### config.mk
export PLATFORM = sky130hd
export DESIGN_NAME = dcache_flush_walker
export DESIGN_NICKNAME = d
export VERILOG_FILES = /design/src/rtl/dcache_flush_walker_pkg.sv /design/src/rtl/dcache_flush_walker_lzc.sv /design/src/rtl/dcache_flush_walker.sv
export SDC_FILE = /design/constraint.sdc
export NUM_CORES = 1
export LEC_CHECK = 0
export CORE_AREA = 2 2 283 285
export CTS_BUF_LIST = sky130_fd_sc_hd__clkbuf_4 sky130_fd_sc_hd__clkbuf_8
export DETAILED_ROUTE_END_ITERATION = 10
export DIE_AREA = 0 0 285 287
export PLACE_DENSITY_LB_ADDON = 0.08
export SYNTH_ARGS = -nofsm -noshare
export SYNTH_HDL_FRONTEND = slang
export SYNTH_SLANG_ARGS = --single-unit
### constraint.sdc
create_clock -name clk_i -period 1.9 [get_ports clk_i]
set_clock_uncertainty 0.05 [all_clocks]
set_input_delay 0.285 -clock clk_i [delete_from_list [all_inputs] [get_ports clk_i]]
set_output_delay 0.285 -clock clk_i [all_outputs]
set_load 0.005 [all_outputs]
### src/rtl/dcache_flush_walker_pkg.sv
// rtl/dcache_flush_walker_pkg.sv - shared dcache flush walker types and parameters
package dcache_flush_walker_pkg;

    localparam int unsigned DCACHE_NUM_SETS = 256;
    localparam int unsigned DCACHE_NUM_WAYS = 8;
    localparam int unsigned DCACHE_TAG_W    = 44;
    localparam int unsigned DCACHE_LINE_W   = 128;

    // One way of the tag array as it appears on the tag read port
    typedef struct packed {
        logic                    valid;
        logic                    dirty;
        logic [DCACHE_TAG_W-1:0] tag;
    } dcache_meta_t;

    typedef enum logic [3:0] {
        S_IDLE,
        S_RD_TAG,
        S_WT_TAG,
        S_SCAN,
        S_RD_DATA,
        S_WT_DATA,
        S_WB,
        S_INVAL,
        S_DONE
    } walk_state_e;

endpackage

### src/rtl/dcache_flush_walker_lzc.sv
// rtl/dcache_flush_walker_lzc.sv - trailing-zero counter picking the lowest set bit
module dcache_flush_walker_lzc #(
    parameter int unsigned WIDTH = 8,
    localparam int unsigned CNT_W = (WIDTH > 1) ? $clog2(WIDTH) : 1
) (
    input  logic [WIDTH-1:0] in_i,
    output logic [CNT_W-1:0] cnt_o,
    output logic             empty_o
);

    // Scan from the top so the lowest set bit wins
    always_comb begin
        cnt_o = '0;
        for (int i = WIDTH - 1; i >= 0; i--) begin
            if (in_i[i]) begin
                cnt_o = CNT_W'(i);
            end
        end
    end

    assign empty_o = ~|in_i;

endmodule

### src/rtl/dcache_flush_walker.sv
// rtl/dcache_flush_walker.sv - write-back dcache flush engine walking every set and way
module dcache_flush_walker
    import dcache_flush_walker_pkg::*;
#(
    parameter int unsigned NUM_SETS = DCACHE_NUM_SETS,
    parameter int unsigned NUM_WAYS = DCACHE_NUM_WAYS,
    parameter int unsigned TAG_W    = DCACHE_TAG_W,
    parameter int unsigned LINE_W   = DCACHE_LINE_W,
    localparam int unsigned IDX_W   = $clog2(NUM_SETS),
    localparam int unsigned OFF_W   = $clog2(LINE_W / 8),
    localparam int unsigned WAY_W   = $clog2(NUM_WAYS),
    localparam int unsigned META_W  = TAG_W + 2
) (
    input  logic                        clk_i,
    input  logic                        rst_ni,
    input  logic                        clr_i,
    input  logic                        flush_i,
    output logic                        flush_ack_o,
    output logic                        busy_o,
    output logic                        tag_req_o,
    output logic                        tag_we_o,
    output logic [IDX_W-1:0]            tag_idx_o,
    input  logic                        tag_gnt_i,
    input  logic                        tag_rvalid_i,
    input  logic [NUM_WAYS*META_W-1:0]  tag_rdata_i,
    output logic                        data_req_o,
    output logic [IDX_W-1:0]            data_idx_o,
    output logic [NUM_WAYS-1:0]         data_way_o,
    input  logic                        data_gnt_i,
    input  logic                        data_rvalid_i,
    input  logic [LINE_W-1:0]           data_rdata_i,
    output logic                        wb_valid_o,
    input  logic                        wb_ready_i,
    output logic [TAG_W+IDX_W+OFF_W-1:0] wb_addr_o,
    output logic [LINE_W-1:0]           wb_data_o
);

    walk_state_e                    state_q, state_d;
    logic [IDX_W-1:0]               idx_q, idx_d;
    logic [NUM_WAYS-1:0]            mask_q, mask_d;
    logic [WAY_W-1:0]               way_q, way_d;
    logic [NUM_WAYS-1:0][TAG_W-1:0] tags_q, tags_d;
    logic [LINE_W-1:0]              line_q, line_d;
    logic [WAY_W-1:0]               lzc_cnt;
    logic                           lzc_empty;
    logic                           last_set;

    dcache_flush_walker_lzc #(
        .WIDTH (NUM_WAYS)
    ) i_lzc (
        .in_i    (mask_q),
        .cnt_o   (lzc_cnt),
        .empty_o (lzc_empty)
    );

    // The walk ends on the last set instead of letting the index wrap
    assign last_set = (idx_q == IDX_W'(NUM_SETS - 1));

    // Walker sequencing: read tags, write back dirty ways lowest first, invalidate the set
    always_comb begin
        state_d     = state_q;
        idx_d       = idx_q;
        mask_d      = mask_q;
        way_d       = way_q;
        tags_d      = tags_q;
        line_d      = line_q;
        tag_req_o   = 1'b0;
        tag_we_o    = 1'b0;
        data_req_o  = 1'b0;
        wb_valid_o  = 1'b0;
        flush_ack_o = 1'b0;
        case (state_q)
            S_IDLE: begin
                if (flush_i) begin
                    idx_d   = '0;
                    state_d = S_RD_TAG;
                end
            end
            S_RD_TAG: begin
                tag_req_o = 1'b1;
                if (tag_gnt_i) begin
                    state_d = S_WT_TAG;
                end
            end
            S_WT_TAG: begin
                if (tag_rvalid_i) begin
                    for (int w = 0; w < int'(NUM_WAYS); w++) begin
                        tags_d[w] = tag_rdata_i[w*META_W +: TAG_W];
                        mask_d[w] = tag_rdata_i[w*META_W + TAG_W + 1] & tag_rdata_i[w*META_W + TAG_W];
                    end
                    state_d = S_SCAN;
                end
            end
            S_SCAN: begin
                if (lzc_empty) begin
                    state_d = S_INVAL;
                end else begin
                    way_d   = lzc_cnt;
                    state_d = S_RD_DATA;
                end
            end
            S_RD_DATA: begin
                data_req_o = 1'b1;
                if (data_gnt_i) begin
                    state_d = S_WT_DATA;
                end
            end
            S_WT_DATA: begin
                if (data_rvalid_i) begin
                    line_d  = data_rdata_i;
                    state_d = S_WB;
                end
            end
            S_WB: begin
                wb_valid_o = 1'b1;
                if (wb_ready_i) begin
                    mask_d[way_q] = 1'b0;
                    state_d       = S_SCAN;
                end
            end
            S_INVAL: begin
                tag_req_o = 1'b1;
                tag_we_o  = 1'b1;
                if (tag_gnt_i) begin
                    if (last_set) begin
                        flush_ack_o = 1'b1;
                        state_d     = S_DONE;
                    end else begin
                        idx_d   = idx_q + 1'b1;
                        state_d = S_RD_TAG;
                    end
                end
            end
            S_DONE: begin
                // The controller's registered flush is still high right after ack
                if (!flush_i) begin
                    state_d = S_IDLE;
                end
            end
            default: state_d = S_IDLE;
        endcase
    end

    // Walker registers; clr_i behaves exactly like reset
    always_ff @(posedge clk_i) begin
        if (!rst_ni || clr_i) begin
            state_q <= S_IDLE;
            idx_q   <= '0;
            mask_q  <= '0;
            way_q   <= '0;
            tags_q  <= '0;
            line_q  <= '0;
        end else begin
            state_q <= state_d;
            idx_q   <= idx_d;
            mask_q  <= mask_d;
            way_q   <= way_d;
            tags_q  <= tags_d;
            line_q  <= line_d;
        end
    end

    assign tag_idx_o  = idx_q;
    assign data_idx_o = idx_q;
    assign data_way_o = (state_q == S_RD_DATA) ? (NUM_WAYS'(1) << way_q) : '0;
    assign wb_addr_o  = {tags_q[way_q], idx_q, {OFF_W{1'b0}}};
    assign wb_data_o  = line_q;
    assign busy_o     = (state_q != S_IDLE) | wb_valid_o;

endmodule

==> out/summary.md <==
Setup violations remaining at the end of the flow were counted as 420. The number of optimization iterations in the first detailed-route pass was 5. The critical path goes through buf_12, buf_16, buf_4, mux4_2, mux2_4, buf_6. The share of flip-flops with an asynchronous set or reset came out at 0. The count of standard-cell rows is 103. The clock latency on the worst-skew pair came out at 660 ps. The number of cells traversed by the worst hold path is 3, and the post-detailed-route DRC marker count is 0. For the overall routing resource usage, the log shows 0.228.

The number of global-route vias before repair is 21.2k. For this run the aggregate overflow at the end of global routing stands at 0. The count of port buffers added during placement was 714.

The tree is rooted in a clkbuf_8. The final reports fail on negative setup slack. CTS saw 503 sinks.

Entering global routing, the biggest net connects 79 pins. The run finished, with violations left. The analysis attributes to cell leakage a power of 13.9 nW. Max-cap violations in this run came to 0. For the count of final hold-check violations, the log shows 0. At the end of routability-driven placement, the weighted congestion stood at 0.887. For hold timing, the worst endpoint is tags_q[49]. Setup repair after global routing could not meet its margin everywhere. In this run the most critical hold path is launched from tag_rdata_i[51]. In this run the worst hold path is classified as in2reg.

The H-tree was split into 3 levels. Yosys mapped a number of flops with a built-in enable equal to 0. Counting the buffers created by CTS gives 92. The total of warnings raised by yosys is 0. Clock-pin slew was measured on the worst setup and hold paths at 60 ps. VDD sags by at most 0.410 mV. The routed design could run at a clock period as short as 2720 ps. The worst setup path is of the reg2out kind. The sequential share of power is 0.452.

The mapped netlist covers 0.0205 mm2. Timing would allow up to 0.368 GHz. The internal power of the cells totals 0.0178 W.

The longest clock path from root to sink contains 3 buffers. The sequential share of the synthesized area is 0.491, and the number of filler instances in the final layout is 7616. The biggest area contributor in the post-synthesis netlist is dfxtp_1. STA puts the critical path data required time at 1560 ps.

Relative to the synthesized area, the layout overhead comes to 83.3%. The worst setup path is launched from a register. The detail route stage leaves a number of antenna-violating nets equal to 0. The capture instance of the worst register-to-register path was tags_q[82]. The slowest stage of the critical path is the mux4_2 cell. The setup check on the worst reg-to-reg path leaves a slack of -250 ps. The full die area was 0.0818 mm2.

Clock network fraction of total power: 0.464. For this run, the leading register cell type out of synthesis is dfxtp_1. The die is 285 um wide.

Power comes to 0.0234 W. For the switching component of the power, the log shows 0.00556 W. The mean instance size in the synthesized netlist came out at 8.34 um2. The switching part of the total power was 0.238; the post-detailed-route wirelength per cell was 23.5 um.

The run gives -572 ps as the setup slack after placement. The critical path capture point type was an output pin. The share of layout cells above drive strength 1 was 0.329. TritonCTS built the clock tree. Depth of the worst register-to-register path: 12. The total area inside the core boundary comes to 0.0786 mm2. For the final worst-path setup slack, the log shows -816 ps.

In this design, the stage delay of the slowest critical-path cell is 530 ps. The y dimension of the die is 287 um. The largest fanout on the critical path came out at 7. The routed via count is 21.8k, and the wire length of the first global-routing pass is 140000 um. Dividing the detail-routed via count by the number of cells gives 4.76. In this run the power density over the cells is 622 mW/mm2. The fraction of synthesized cell area taken by the top area cell type is 0.491. The number of distinct standard cells referenced by the synthesized netlist is 53, and the final cycle utilization of the critical path is 1.43. The detailed router's first-iteration violation count came out at 1361.

In the synthesized netlist, the number of instances is 2457. The logs give 0 for the final count of pins violating max slew and 34 for the initial antenna violation count. For the total number of nets in the final design, the log shows 3947. The HPWL after detailed placement is 71800 um.

Reg-to-reg startpoint: state_q[1]. For the combinational fraction of design power, the log shows 0.084. Sorting the synthesized cells by area gives the leading types as dfxtp_1 (49%), nand2_1 (18%), a21oi_1 (12%). The initial standard-cell utilization of the core is 0.261. I/O pin count: 719. For this block, the routed nets add up to 108000 um of wire.

The arrival time at the worst endpoint came out at 2380 ps. The number of flip-flops and latches in the synthesized netlist works out to 503.
[cells by family (layout without fill, tap and decap cells)]
group	after synthesis	in the layout	synth area share
adders and majority gates	1	1	0.000610
and+or+nand+nor	1060	1060	0.202
DFF	503	503	0.491
buffers and inverters	222	1274	0.0507
AOI/OAI and AO/OA	537	537	0.134
other	1	19	0.000183
muxes	133	133	0.121
[metal layers]
| metal | wire length (um) | GRT usage | up-vias |
|---|---|---|---|
| li1 | - | - | 10200 |
| met4 | 1950 | 0.0588 | 26 |
| met5 | 166 | 0 | - |
| met2 | 53300 | 0.386 | 735 |
| met3 | 7780 | 0.0713 | 150 |
| met1 | 44500 | 0.282 | 10600 |
[how the worst max path moves through the flow]
| stage | from | end | slack [ps] | cells after the start |
|---|---|---|---|---|
| final | way_q[0] | wb_addr_o[39] | -820 | 6 |
| after global placement | state_q[2] | way_q[0] | -620 | 7 |
| after CTS | way_q[0] | wb_addr_o[49] | -900 | 7 |
| after floorplan | way_q[1] | wb_addr_o[23] | -40 | 5 |
| after detailed placement | state_q[2] | way_q[0] | -570 | 7 |
| after global routing | way_q[0] | wb_addr_o[39] | -920 | 6 |
[cell usage in the layout (no fill, tap or decap), types with 4 or more instances in the layout]
cell             instances
a21oi_1                335
a21oi_2                166
a31oi_1                  5
buf_12                  73
buf_16                  18
buf_2                   11
buf_4                  139
buf_6                  120
buf_8                   34
clkbuf_16               52
clkbuf_4                31
clkbuf_8               114
clkdlybuf4s50_1        504
clkinv_2                16
conb_1                   4
dfxtp_1                483
dfxtp_2                 12
dfxtp_4                  8
diode_2                 15
dlygate4sd2_1          152
mux2_2                   5
mux2_4                  39
mux4_2                  88
nand2_1                788
nand2_2                 48
nand2_4                136
nand2b_4                 4
nand3_1                 13
nor2_1                  23
nor2_2                   5
o21ai_0                 15
[power groups by stage]
stage | Clock, W | Sequential, W | Combinational (W)
6_report | 0.0108 | 0.0106 | 0.00196
5_1_grt | 0.0117 | 0.0106 | 0.00205
4_1_cts | 0.0112 | 0.0106 | 0.00170
3_5_place_dp | 0 | 0.0108 | 0.00166
3_3_place_gp | 0 | 0.0108 | 0.00166
2_1_floorplan | 0 | 0.0108 | 0.000294
[critical path, delay by kind of cell, from the launching register on]
kind | cells | cell delay [ps]
buffers and inverters | 4 | 520
flip-flops | 1 | 400
multiplexers | 2 | 810
[through the flow]
step	setup TNS [ps]	utilization	instance area (um2)	std cells	hold WS [ps]
6_report	-99070	0.478	37600	4577	119
5_1_grt	-126630	0.478	37600	4572	54.9
2_1_floorplan	-892	-	20500	2460	371
3_3_place_gp	-22480	0.380	29900	4176	388
3_5_place_dp	-22990	0.380	29900	4176	393
4_1_cts	-43130	0.425	33400	4441	29.6
[area by class of cell]
class	count	area (um2)	area share
Sequential cell	503	10100	0.269
Multi-Input combinational cell	1735	11600	0.308
Timing Repair Buffer	1103	12600	0.335
Clock inverter	20	119	0.00316
Clock buffer	145	1800	0.0479
Tap cell	1050	1310	0.0350
Inverter	6	22.5	0.000599
Antenna cell	15	37.5	0.000999
[synth_stat cells (2+ instances only)]
cell type,count
a211oi_1,2
a21oi_1,501
a31oi_1,5
and2_1,2
and2b_2,2
and3_1,3
buf_1,13
buf_2,69
buf_4,20
buf_6,2
clkbuf_1,109
clkbuf_8,3
dfxtp_1,503
inv_1,5
mux2_2,44
mux4_2,88
nand2_1,971
nand2b_1,5
nand3_1,18
nand3b_1,2
nand4_1,3
nand4b_1,2
nor2_1,29
nor2b_1,3
nor3_1,7
nor4_1,2
o211ai_1,2
o21ai_0,16
or4_1,2
[sequential cells by signal, indices dropped and copies added, names as in the netlist]
register	count
state_q	4
mask_q	8
wb_data_o	128
data_idx_o	8
way_q	3
tags_q	352
[repair_timing]
item / in CTS / in global routing
gates cloned: 11 / 71
pin swaps: 35 / 280
buffers inserted: 90 / 62
gates resized for setup: 626 / 600
hold buffers: 0 / 0
endpoints found under the setup margin: 217 / 391
(Power assumes the default switching activity.)
